### config.mk
export PLATFORM = sky130hd
export DESIGN_NAME = decode_stage_flat
export DESIGN_NICKNAME = d
export VERILOG_FILES = /design/src/rtl/rv32i_pkg.sv /design/src/rtl/decode_stage_if.sv /design/src/rtl/decode_stage_imm_gen.sv /design/src/rtl/decode_stage.sv /design/src/flat_wrapper.sv
export SDC_FILE = /design/constraint.sdc
export NUM_CORES = 1
export LEC_CHECK = 0
export BUFFER_PORTS_ARGS = -buffer_cell sky130_fd_sc_hd__buf_2
export CAP_MARGIN = 15
export CELL_PAD_IN_SITES_DETAIL_PLACEMENT = 1
export CELL_PAD_IN_SITES_GLOBAL_PLACEMENT = 1
export CORE_ASPECT_RATIO = 0.7
export CORE_MARGIN = 2
export CORE_UTILIZATION = 38
export CTS_CLUSTER_DIAMETER = 40
export DETAILED_ROUTE_END_ITERATION = 8
export GPL_ROUTABILITY_DRIVEN = 0
export PLACE_DENSITY_LB_ADDON = 0.1
export SETUP_SLACK_MARGIN = 0.15
export SLEW_MARGIN = 10
export SYNTH_ARGS = -nofsm -noshare
export SYNTH_HDL_FRONTEND = slang
export SYNTH_HIERARCHICAL = 1
export SYNTH_SLANG_ARGS = --single-unit
### constraint.sdc
create_clock -name clk -period 4.7 [get_ports clk]
set_clock_uncertainty 0.2 [all_clocks]
set_input_delay 0.47 -clock clk [delete_from_list [all_inputs] [get_ports clk]]
set_output_delay 0.47 -clock clk [all_outputs]
set_load 0.03 [all_outputs]
### src/rtl/rv32i_pkg.sv
// rv32i_pkg: shared RV32I decode definitions.
//   - opcode constants for the nine supported instruction classes
//   - alu_op_t   : ALU operation handed to the execute stage
//   - imm_type_t : immediate format selected by opcode
//   - ctrl_t     : decoded control bits
//   - imm_type_of / alu_from_funct3 : small decode helpers
package rv32i_pkg;

   localparam logic [6:0] OP_R      = 7'b0110011;
   localparam logic [6:0] OP_IMM    = 7'b0010011;
   localparam logic [6:0] OP_LOAD   = 7'b0000011;
   localparam logic [6:0] OP_STORE  = 7'b0100011;
   localparam logic [6:0] OP_BRANCH = 7'b1100011;
   localparam logic [6:0] OP_JAL    = 7'b1101111;
   localparam logic [6:0] OP_JALR   = 7'b1100111;
   localparam logic [6:0] OP_LUI    = 7'b0110111;
   localparam logic [6:0] OP_AUIPC  = 7'b0010111;

   typedef enum logic [3:0] {
      ALU_ADD, ALU_SUB, ALU_SLL, ALU_SLT, ALU_SLTU, ALU_XOR,
      ALU_SRL, ALU_SRA, ALU_OR, ALU_AND, ALU_PASSB
   } alu_op_t;

   typedef enum logic [2:0] {
      IMM_NONE, IMM_I, IMM_S, IMM_B, IMM_U, IMM_J
   } imm_type_t;

   typedef struct packed {
      logic alusrc;
      logic memread;
      logic memwrite;
      logic regwrite;
      logic memtoreg;
      logic branch;
      logic jump;
      logic illegal;
   } ctrl_t;

   function automatic imm_type_t imm_type_of(input logic [6:0] opcode);
      case (opcode)
         OP_IMM, OP_LOAD, OP_JALR: return IMM_I;
         OP_STORE:                 return IMM_S;
         OP_BRANCH:                return IMM_B;
         OP_LUI, OP_AUIPC:         return IMM_U;
         OP_JAL:                   return IMM_J;
         default:                  return IMM_NONE;
      endcase
   endfunction

   // alt selects SUB/SRA; callers decide when instr[30] is meaningful.
   function automatic alu_op_t alu_from_funct3(input logic [2:0] funct3, input logic alt);
      case (funct3)
         3'b000:  return alt ? ALU_SUB : ALU_ADD;
         3'b001:  return ALU_SLL;
         3'b010:  return ALU_SLT;
         3'b011:  return ALU_SLTU;
         3'b100:  return ALU_XOR;
         3'b101:  return alt ? ALU_SRA : ALU_SRL;
         3'b110:  return ALU_OR;
         default: return ALU_AND;
      endcase
   endfunction

endpackage

### src/rtl/decode_stage_if.sv
// decode_stage_if: ID/EX pipeline register bundle.
//   master : driven by decode_stage (registered outputs)
//   slave  : consumed by the execute stage / forwarding unit
interface decode_stage_if;

   logic                  id_ex_valid;
   logic [31:0]           id_ex_pc;
   logic [31:0]           id_ex_rs1_val;
   logic [31:0]           id_ex_rs2_val;
   logic [31:0]           id_ex_imm;
   logic [4:0]            id_ex_rs1;
   logic [4:0]            id_ex_rs2;
   logic [4:0]            id_ex_rd;
   rv32i_pkg::alu_op_t    id_ex_alu_op;
   logic                  id_ex_alusrc;
   logic                  id_ex_memread;
   logic                  id_ex_memwrite;
   logic                  id_ex_regwrite;
   logic                  id_ex_memtoreg;
   logic                  id_ex_branch;
   logic                  id_ex_jump;
   logic                  id_ex_illegal;
   logic [2:0]            id_ex_funct3;

   modport master (
      output id_ex_valid, id_ex_pc, id_ex_rs1_val, id_ex_rs2_val, id_ex_imm,
             id_ex_rs1, id_ex_rs2, id_ex_rd, id_ex_alu_op, id_ex_alusrc,
             id_ex_memread, id_ex_memwrite, id_ex_regwrite, id_ex_memtoreg,
             id_ex_branch, id_ex_jump, id_ex_illegal, id_ex_funct3
   );

   modport slave (
      input  id_ex_valid, id_ex_pc, id_ex_rs1_val, id_ex_rs2_val, id_ex_imm,
             id_ex_rs1, id_ex_rs2, id_ex_rd, id_ex_alu_op, id_ex_alusrc,
             id_ex_memread, id_ex_memwrite, id_ex_regwrite, id_ex_memtoreg,
             id_ex_branch, id_ex_jump, id_ex_illegal, id_ex_funct3
   );

endinterface

### src/rtl/decode_stage_imm_gen.sv
// imm_gen: combinational RV32I immediate generator.
//   instr : 32-bit instruction word
//   imm   : sign-extended immediate (0 for R-type and unknown opcodes)
module imm_gen
   import rv32i_pkg::*;
(
   input  logic [31:0] instr,
   output logic [31:0] imm
);

   always_comb begin
      imm = '0;
      case (imm_type_of(instr[6:0]))
         IMM_I:   imm = {{20{instr[31]}}, instr[31:20]};
         IMM_S:   imm = {{20{instr[31]}}, instr[31:25], instr[11:7]};
         IMM_B:   imm = {{19{instr[31]}}, instr[31], instr[7], instr[30:25], instr[11:8], 1'b0};
         IMM_U:   imm = {instr[31:12], 12'b0};
         IMM_J:   imm = {{11{instr[31]}}, instr[31], instr[19:12], instr[20], instr[30:21], 1'b0};
         default: imm = '0;
      endcase
   end

endmodule

### src/rtl/decode_stage.sv
// decode_stage: RV32I instruction decode plus ID/EX pipeline register.
//   clk, rst                  : clock, synchronous active-high reset
//   if_id_valid/pc/instr      : instruction from IF/ID
//   flush                     : kill the instruction in ID (branch/jump taken in EX)
//   rs1, rs2                  : register file read addresses (combinational)
//   rd1, rd2                  : register file read data (asynchronous)
//   wb_regwrite/rd/wd         : writeback port, bypassed into the read data
//   stall                     : load-use stall, holds PC and IF/ID
//   ex                        : registered ID/EX bundle (decode_stage_if.master)
module decode_stage
   import rv32i_pkg::*;
(
   input  logic                  clk,
   input  logic                  rst,
   input  logic                  if_id_valid,
   input  logic [31:0]           if_id_pc,
   input  logic [31:0]           if_id_instr,
   input  logic                  flush,
   output logic [4:0]            rs1,
   output logic [4:0]            rs2,
   input  logic [31:0]           rd1,
   input  logic [31:0]           rd2,
   input  logic                  wb_regwrite,
   input  logic [4:0]            wb_rd,
   input  logic [31:0]           wb_wd,
   output logic                  stall,
   decode_stage_if.master        ex
);

   logic [6:0]  opcode;
   logic [2:0]  funct3;
   logic [31:0] imm;
   logic [31:0] rs1_val, rs2_val;
   ctrl_t       ctrl;
   alu_op_t     alu_op;
   logic        uses_rs1, uses_rs2;
   logic        hazard;

   assign opcode = if_id_instr[6:0];
   assign funct3 = if_id_instr[14:12];
   assign rs1    = if_id_instr[19:15];
   assign rs2    = if_id_instr[24:20];

   imm_gen u_imm_gen (
      .instr (if_id_instr),
      .imm   (imm)
   );

   always_comb begin
      ctrl     = '0;
      alu_op   = ALU_ADD;
      uses_rs1 = 1'b1;
      uses_rs2 = 1'b0;
      case (opcode)
         OP_R: begin
            ctrl.regwrite = 1'b1;
            alu_op        = alu_from_funct3(funct3, if_id_instr[30]);
            uses_rs2      = 1'b1;
         end
         OP_IMM: begin
            ctrl.alusrc   = 1'b1;
            ctrl.regwrite = 1'b1;
            // instr[30] is part of the immediate except for SRAI
            alu_op        = alu_from_funct3(funct3, (funct3 == 3'b101) && if_id_instr[30]);
         end
         OP_LOAD: begin
            ctrl.alusrc   = 1'b1;
            ctrl.memread  = 1'b1;
            ctrl.regwrite = 1'b1;
            ctrl.memtoreg = 1'b1;
         end
         OP_STORE: begin
            ctrl.alusrc   = 1'b1;
            ctrl.memwrite = 1'b1;
            uses_rs2      = 1'b1;
         end
         OP_BRANCH: begin
            ctrl.branch   = 1'b1;
            alu_op        = ALU_SUB;
            uses_rs2      = 1'b1;
         end
         OP_JAL: begin
            ctrl.jump     = 1'b1;
            ctrl.regwrite = 1'b1;
            uses_rs1      = 1'b0;
         end
         OP_JALR: begin
            ctrl.alusrc   = 1'b1;
            ctrl.jump     = 1'b1;
            ctrl.regwrite = 1'b1;
         end
         OP_LUI: begin
            ctrl.alusrc   = 1'b1;
            ctrl.regwrite = 1'b1;
            alu_op        = ALU_PASSB;
            uses_rs1      = 1'b0;
         end
         OP_AUIPC: begin
            ctrl.alusrc   = 1'b1;
            ctrl.regwrite = 1'b1;
            uses_rs1      = 1'b0;
         end
         default: ctrl.illegal = 1'b1;
      endcase
   end

   // Register file commits at the edge, so a same-cycle write must be bypassed.
   assign rs1_val = (wb_regwrite && (wb_rd != 5'd0) && (wb_rd == rs1)) ? wb_wd : rd1;
   assign rs2_val = (wb_regwrite && (wb_rd != 5'd0) && (wb_rd == rs2)) ? wb_wd : rd2;

   assign hazard = if_id_valid && ex.id_ex_valid && ex.id_ex_memread && (ex.id_ex_rd != 5'd0) &&
                   ((uses_rs1 && (ex.id_ex_rd == rs1)) || (uses_rs2 && (ex.id_ex_rd == rs2)));

   assign stall = hazard && !flush && !rst;

   // Reset and every bubble share the all-zero register state.
   always_ff @(posedge clk) begin
      if (rst || flush || hazard || !if_id_valid) begin
         ex.id_ex_valid    <= 1'b0;
         ex.id_ex_pc       <= '0;
         ex.id_ex_rs1_val  <= '0;
         ex.id_ex_rs2_val  <= '0;
         ex.id_ex_imm      <= '0;
         ex.id_ex_rs1      <= '0;
         ex.id_ex_rs2      <= '0;
         ex.id_ex_rd       <= '0;
         ex.id_ex_alu_op   <= ALU_ADD;
         ex.id_ex_alusrc   <= 1'b0;
         ex.id_ex_memread  <= 1'b0;
         ex.id_ex_memwrite <= 1'b0;
         ex.id_ex_regwrite <= 1'b0;
         ex.id_ex_memtoreg <= 1'b0;
         ex.id_ex_branch   <= 1'b0;
         ex.id_ex_jump     <= 1'b0;
         ex.id_ex_illegal  <= 1'b0;
         ex.id_ex_funct3   <= '0;
      end else begin
         ex.id_ex_valid    <= 1'b1;
         ex.id_ex_pc       <= if_id_pc;
         ex.id_ex_rs1_val  <= rs1_val;
         ex.id_ex_rs2_val  <= rs2_val;
         ex.id_ex_imm      <= imm;
         ex.id_ex_rs1      <= rs1;
         ex.id_ex_rs2      <= rs2;
         ex.id_ex_rd       <= if_id_instr[11:7];
         ex.id_ex_alu_op   <= alu_op;
         ex.id_ex_alusrc   <= ctrl.alusrc;
         ex.id_ex_memread  <= ctrl.memread;
         ex.id_ex_memwrite <= ctrl.memwrite;
         ex.id_ex_regwrite <= ctrl.regwrite;
         ex.id_ex_memtoreg <= ctrl.memtoreg;
         ex.id_ex_branch   <= ctrl.branch;
         ex.id_ex_jump     <= ctrl.jump;
         ex.id_ex_illegal  <= ctrl.illegal;
         ex.id_ex_funct3   <= funct3;
      end
   end

endmodule

### src/flat_wrapper.sv
// flat-port wrapper written by rule: the top's interface ports become plain ports
module decode_stage_flat import rv32i_pkg::*;
  (clk, rst, if_id_valid, if_id_pc, if_id_instr, flush, rs1, rs2, rd1, rd2, wb_regwrite, wb_rd, wb_wd, stall, ex_id_ex_valid, ex_id_ex_pc, ex_id_ex_rs1_val, ex_id_ex_rs2_val, ex_id_ex_imm, ex_id_ex_rs1, ex_id_ex_rs2, ex_id_ex_rd, ex_id_ex_alu_op, ex_id_ex_alusrc, ex_id_ex_memread, ex_id_ex_memwrite, ex_id_ex_regwrite, ex_id_ex_memtoreg, ex_id_ex_branch, ex_id_ex_jump, ex_id_ex_illegal, ex_id_ex_funct3);
  decode_stage_if ex_i ();
  input  logic clk;
  input  logic rst;
  input  logic if_id_valid;
  input  logic [31:0] if_id_pc;
  input  logic [31:0] if_id_instr;
  input  logic flush;
  output logic [4:0] rs1;
  output logic [4:0] rs2;
  input  logic [31:0] rd1;
  input  logic [31:0] rd2;
  input  logic wb_regwrite;
  input  logic [4:0] wb_rd;
  input  logic [31:0] wb_wd;
  output logic stall;
  output wire logic [$bits(ex_i.id_ex_valid)-1:0] ex_id_ex_valid;
  output wire logic [$bits(ex_i.id_ex_pc)-1:0] ex_id_ex_pc;
  output wire logic [$bits(ex_i.id_ex_rs1_val)-1:0] ex_id_ex_rs1_val;
  output wire logic [$bits(ex_i.id_ex_rs2_val)-1:0] ex_id_ex_rs2_val;
  output wire logic [$bits(ex_i.id_ex_imm)-1:0] ex_id_ex_imm;
  output wire logic [$bits(ex_i.id_ex_rs1)-1:0] ex_id_ex_rs1;
  output wire logic [$bits(ex_i.id_ex_rs2)-1:0] ex_id_ex_rs2;
  output wire logic [$bits(ex_i.id_ex_rd)-1:0] ex_id_ex_rd;
  output wire logic [$bits(ex_i.id_ex_alu_op)-1:0] ex_id_ex_alu_op;
  output wire logic [$bits(ex_i.id_ex_alusrc)-1:0] ex_id_ex_alusrc;
  output wire logic [$bits(ex_i.id_ex_memread)-1:0] ex_id_ex_memread;
  output wire logic [$bits(ex_i.id_ex_memwrite)-1:0] ex_id_ex_memwrite;
  output wire logic [$bits(ex_i.id_ex_regwrite)-1:0] ex_id_ex_regwrite;
  output wire logic [$bits(ex_i.id_ex_memtoreg)-1:0] ex_id_ex_memtoreg;
  output wire logic [$bits(ex_i.id_ex_branch)-1:0] ex_id_ex_branch;
  output wire logic [$bits(ex_i.id_ex_jump)-1:0] ex_id_ex_jump;
  output wire logic [$bits(ex_i.id_ex_illegal)-1:0] ex_id_ex_illegal;
  output wire logic [$bits(ex_i.id_ex_funct3)-1:0] ex_id_ex_funct3;
  assign ex_id_ex_valid = ex_i.id_ex_valid;
  assign ex_id_ex_pc = ex_i.id_ex_pc;
  assign ex_id_ex_rs1_val = ex_i.id_ex_rs1_val;
  assign ex_id_ex_rs2_val = ex_i.id_ex_rs2_val;
  assign ex_id_ex_imm = ex_i.id_ex_imm;
  assign ex_id_ex_rs1 = ex_i.id_ex_rs1;
  assign ex_id_ex_rs2 = ex_i.id_ex_rs2;
  assign ex_id_ex_rd = ex_i.id_ex_rd;
  assign ex_id_ex_alu_op = ex_i.id_ex_alu_op;
  assign ex_id_ex_alusrc = ex_i.id_ex_alusrc;
  assign ex_id_ex_memread = ex_i.id_ex_memread;
  assign ex_id_ex_memwrite = ex_i.id_ex_memwrite;
  assign ex_id_ex_regwrite = ex_i.id_ex_regwrite;
  assign ex_id_ex_memtoreg = ex_i.id_ex_memtoreg;
  assign ex_id_ex_branch = ex_i.id_ex_branch;
  assign ex_id_ex_jump = ex_i.id_ex_jump;
  assign ex_id_ex_illegal = ex_i.id_ex_illegal;
  assign ex_id_ex_funct3 = ex_i.id_ex_funct3;
  decode_stage u_core (.clk(clk), .rst(rst), .if_id_valid(if_id_valid), .if_id_pc(if_id_pc), .if_id_instr(if_id_instr), .flush(flush), .rs1(rs1), .rs2(rs2), .rd1(rd1), .rd2(rd2), .wb_regwrite(wb_regwrite), .wb_rd(wb_rd), .wb_wd(wb_wd), .stall(stall), .ex(ex_i));
endmodule
==> Word level (Yosys, flattened, before mapping) <==
Cells that the tools add are included.
{ "word_totals": {"output_inout_bits": 170, "inputBits": 170, "regBits": 158} }
{ "op_classes": {"n_eq_ne": 24, "mux": 21, "reduce_logical": 30} }
{ "ops": {"columns": ["operator", "n"], "rows": [
  ["$pmux 32 s5", 1],
  ["$mux 32", 2],
  ["$pmux 4 s7", 2],
  ["$eq 7x6->1 const B", 3],
  ["$eq 7x7->1 const B", 3],
  ["$eq 5x5->1", 4],
  ["$pmux 4 s4", 1],
  ["$eq 3x3->1 const B", 5],
  ["$pmux 3 s5", 1],
  ["$eq 7x5->1 const B", 2],
  ["$mux 1", 14],
  ["$eq 3x2->1 const B", 4],
  ["$logic_and 1x1->1", 12],
  ["$reduce_bool 5->1", 2],
  ["$reduce_or 3->1", 3],
  ["$reduce_or 9->1", 1],
  ["$eq 7x2->1 const B", 1],
  ["$reduce_or 7->1", 1],
  ["$eq 3x1->1 const B", 2],
  ["$reduce_or 6->1", 1],
  ["$logic_or 1x1->1", 4],
  ["$reduce_or 2->1", 2],
  ["$logic_not 1->1", 3],
  ["$logic_not 3->1", 1]
]} }

==> Depth between registers and ports, before layout <==
{ "logic_depth": {"word_depth": 9, "depth_mapped": 7, "ltp_nobuf": 5} }

==> Cells and area by module <==
Netlist, hierarchy kept.
{ "by_module_without_submodules": {"columns": ["mod", "cells_per_inst", "area_each_um2", "n_inst"], "rows": [
  ["decode_stage", 621, 6880.3, 1],
  ["imm_gen", 76, 490.5, 1]
]} }

==> Least setup slack after synthesis <==
OpenSTA, ideal clock, no wires.
{ "synth_path": {"kind": "in2out", "from": "input port if_id_instr[5]", "to": "output port stall", "required_time_ps": 4030, "stages": 6, "path_slack_ps": 2213, "t_arrival_ps": 1817, "path_cell_list": "clkbuf_1 > nand4b_1 > a21oi_1 > nor4_4 > buf_2 > o21a_1"} }
{ "synth_via": {"elab_chain_len": 8} }
{ "synth_lines": {"columns": ["element", "line", "text"], "rows": [
  ["from (decl)", "flat_wrapper.sv:9", "input logic [31:0] if_id_instr;"],
  ["$eq 7x6->1, or another cell as far along", "decode_stage.sv:54", "case (opcode)"],
  ["$reduce_or 3->1 (no source line)", null, null],
  ["$mux 1", "decode_stage.sv:54", null],
  ["$logic_and 1x1->1", "decode_stage.sv:112", "((uses_rs1 && (ex.id_ex_rd == rs1)) || (uses_rs2 && (ex.id_ex_rd == rs2)));"],
  ["$logic_or 1x1->1 *", "decode_stage.sv:112", null],
  ["$logic_and 1x1->1 *", "decode_stage.sv:111", "assign hazard = if_id_valid && ex.id_ex_valid && ex.id_ex_memread && (ex.id_ex_rd != 5'd0) &&"],
  ["$logic_and 1x1->1 * (2 in a row)", "decode_stage.sv:114", "assign stall = hazard && !flush && !rst;"],
  ["to (decl)", "flat_wrapper.sv:18", "output logic stall;"]
]} }
Mark *: on every way between the ends. The rest lies on a longest branch, timed or not.

==> Worst setup path after layout <==
{ "layout_path": {"from": "register u_core/ex.id_ex_rd[0] (netlist name)", "to": "output port stall"} }
{ "layout_via": {"elab_chain_len": 6} }
{ "layout_lines": {"columns": ["element", "line", "text"], "rows": [
  ["from (decl)", "decode_stage_if.sv:27", "id_ex_rs1, id_ex_rs2, id_ex_rd, id_ex_alu_op, id_ex_alusrc,"],
  ["from (signal assigned)", "decode_stage.sv:145", "ex.id_ex_rd <= if_id_instr[11:7];"],
  ["$eq 5x5->1", "decode_stage.sv:112", null],
  ["$logic_and 1x1->1", "decode_stage.sv:112", null],
  ["$logic_or 1x1->1", "decode_stage.sv:112", null],
  ["$logic_and 1x1->1 *", "decode_stage.sv:111", null],
  ["$logic_and 1x1->1 * (2 in a row)", "decode_stage.sv:114", null]
]} }
Marks and branches as above.

==> impl_metrics.ini <==
[worst_setup_path]
reg2reg_slack_ps = 2130
regToRegEndpoint = u_core/ex.id_ex_pc[31]
worstPathArrival_ps = 2150
worst-path-max-fanout = 5
worstSetupPathType = register to output pin
critPathRequiredTime_ps = 4030
r2r_start = u_core/ex.id_ex_rd[1]
crit_start = u_core/ex.id_ex_rd[0]
crit_path_end_kind = output pin
worstSetupEndpoint = stall
start_kind = register
rr_worst_depth = 6

[synth]
async_flop_share_pct = 0
avgSynthCellArea_um2 = 10.6
ys.flop_type = dfxtp_1
ys_warn_count = 6
synth_edf_count = 0
ys_seq_elements = 158
synth_cell_type_count = 59
synth.net_count = 867
syn_area_um2 = 7370
seq_area_frac_synth_pct = 42.9
synthCells = 697

[layout]
final_common_cell = buf_2
drive_gt1_share_pct = 51.2
layout_common_cells = buf_2 (339), dfxtp_1 (158), nand4_1 (65)
area_growth_pct = 30.5
nets = 1147

[route]
ant_nets = 0
drt_pass1_iterations = 5
drc_errors = 0
finalWirelength_um = 26700
avgViaCountPerCell = 5.39
drt_iter0_drc = 495
wl_per_cell_um = 21.2
num_vias = 6780

[clocking]
root_buffer = clkbuf_16
postCtsHoldBufs = 0
numCtsBuffers = 17
tritoncts = built
cts_sinks = 158
clk_pin_slew_ps = 70
cts_setup_buffers = 0
cts_resized = 0
clock_latency_ps = 430
clock_path_buffers = 2
ctsHtreeMaxLevel = 4

[global_route]
met1_usage_pct = 34.7
grt_pass1_vias = 6809
grt_max_degree = 108
overflow = 0
gr-usage-met2_pct = 39.1
grt_use_met3_pct = 7.36
grt_usage_pct = 25.5
busiest_layer = met2
antenna_found_initial = 4
grt_pass1_wl_um = 40100

[die]
io_pins = 340
rows = 42
initial_utilization_pct = 38.9
fp.coreArea_um2 = 19000
die_h_um = 121
fp.dieW_um = 170
dieArea_um2 = 20500

[timing]
slew_headroom_pct = 31.1
fin_crit_ps = 2820
finalCritPeriodShare_pct = 60.1
report.final.setup_viol = 0
rsz0062_at_grt = false
hold_viol = 0
final_max_slew_viol_count = 0
fmax_mhz = 354
timing.hold.ws_ps = 76.0
tns_ps = 0
worst_pin_slew_ps = 1030

[power]
seqPwrFrac_pct = 42.9
ir_worst_vdd_mv = 0.156
swShare_pct = 28.4
switching_power_uw = 911
leakage_uw = 0.00409
power_density_nw_per_um2 = 333
p_int_uw = 2300
combPwrFrac_pct = 14.3
power_frac_clock_pct = 42.8

[hold_path]
worstHoldPathType = input pin to register
hp-start = if_id_pc[17]

[place]
port_buffers = 339
hpwl_um = 18300

[job]
maxCapViolCount = 0

[outcome]
status = finished clean
-- power by group through the flow --
stage	Clock [uW]	Combinational, uW	Sequential [uW]
CTS	1400	457	1380
floorplan	0	217	1460
finish	1370	459	1380
detailed placement	0	452	1410
global placement	0	450	1410
global route	1460	491	1380
-- per-stage QoR --
stage / total power, uW / util, % / instance area (um^2) / setup WS [ps] / instances
4_1_cts: 3230 / 50.6 / 9610 / 1850 / 1253
2_1_floorplan: 1680 / - / 7370 / 2210 / 697
3_5_place_dp: 1860 / 47.6 / 9030 / 1760 / 1222
6_report: 3210 / 50.7 / 9620 / 1880 / 1259
3_3_place_gp: 1860 / 47.6 / 9030 / 1800 / 1222
5_1_grt: 3320 / 50.6 / 9610 / 1780 / 1254
-- critical path, cell delays in order, from the launching register on --
cell	delay (ps)
dfxtp_1	450
xnor2_1	160
nand4_1	260
nor3_1	480
o21a_1	180
buf_2	210
-- logic make-up (layout without fill, tap and decap cells) --
kind of cell	Yosys count	count (layout)	synth area share, %
other cells	0	6	0
buf+inv	96	388	7.11
mux	1	1	0.136
simple gates	238	238	24.4
xor+xnor	20	20	2.38
compound gates	184	184	23.1
flops	158	158	42.9
-- routing by layer --
| metal | part of all wire [%] | routed length [um] |
|---|---|---|
| met5 | 0.041 | 11 |
| met4 | 1.6 | 440 |
| met3 | 7.3 | 1960 |
| met2 | 45 | 12100 |
| met1 | 46 | 12200 |
-- synth_stat cells (17+ instances only) --
| cell type | n | area, um^2 |
|---|---|---|
| clkbuf_1 | 29 | 109 |
| o31ai_1 | 64 | 480 |
| dfxtp_1 | 158 | 3160 |
| a21o_1 | 19 | 143 |
| nand2_1 | 18 | 67.6 |
| nand4_1 | 65 | 407 |
| nor3b_1 | 41 | 308 |
| a211oi_2 | 64 | 801 |
| buf_2 | 17 | 85.1 |
| xnor2_1 | 20 | 175 |
| buf_4 | 24 | 180 |
| nor3b_2 | 42 | 526 |
-- sequential cells by signal, indices dropped and copies added (netlist names) --
signal / flops
u_core/ex.id_ex_illegal: 1
u_core/ex.id_ex_memwrite: 1
u_core/ex.id_ex_funct3: 3
u_core/ex.id_ex_valid: 1
u_core/ex.id_ex_rs2_val: 32
u_core/ex.id_ex_alu_op: 4
u_core/ex.id_ex_regwrite: 1
u_core/ex.id_ex_pc: 32
u_core/ex.id_ex_rs1_val: 32
u_core/ex.id_ex_memtoreg: 1
u_core/ex.id_ex_jump: 1
u_core/ex.id_ex_branch: 1
u_core/ex.id_ex_rs2: 5
u_core/ex.id_ex_imm: 32
u_core/ex.id_ex_rd: 5
u_core/ex.id_ex_alusrc: 1
u_core/ex.id_ex_rs1: 5
-- layout make-up --
class                           instances  area [um^2]
Multi-Input combinational cell        443         3690
Clock inverter                          9         98.8
Clock buffer                           22          474
Tap cell                              264          330
Inverter                                3         11.3
Antenna cell                            6         15.0
Timing Repair Buffer                  354         1830
Sequential cell                       158         3160
Fill cell                            2192         9350
-- worst min path at each step --
stage	end	cells after the start
after floorplan	u_core/ex.id_ex_memtoreg	2
after global placement	u_core/ex.id_ex_pc[11]	2
after detailed placement	u_core/ex.id_ex_pc[6]	2
after CTS	u_core/ex.id_ex_pc[11]	2
after global routing	u_core/ex.id_ex_pc[13]	2
final	u_core/ex.id_ex_pc[17]	2
Note: power is estimated with default switching activity, not from simulation.
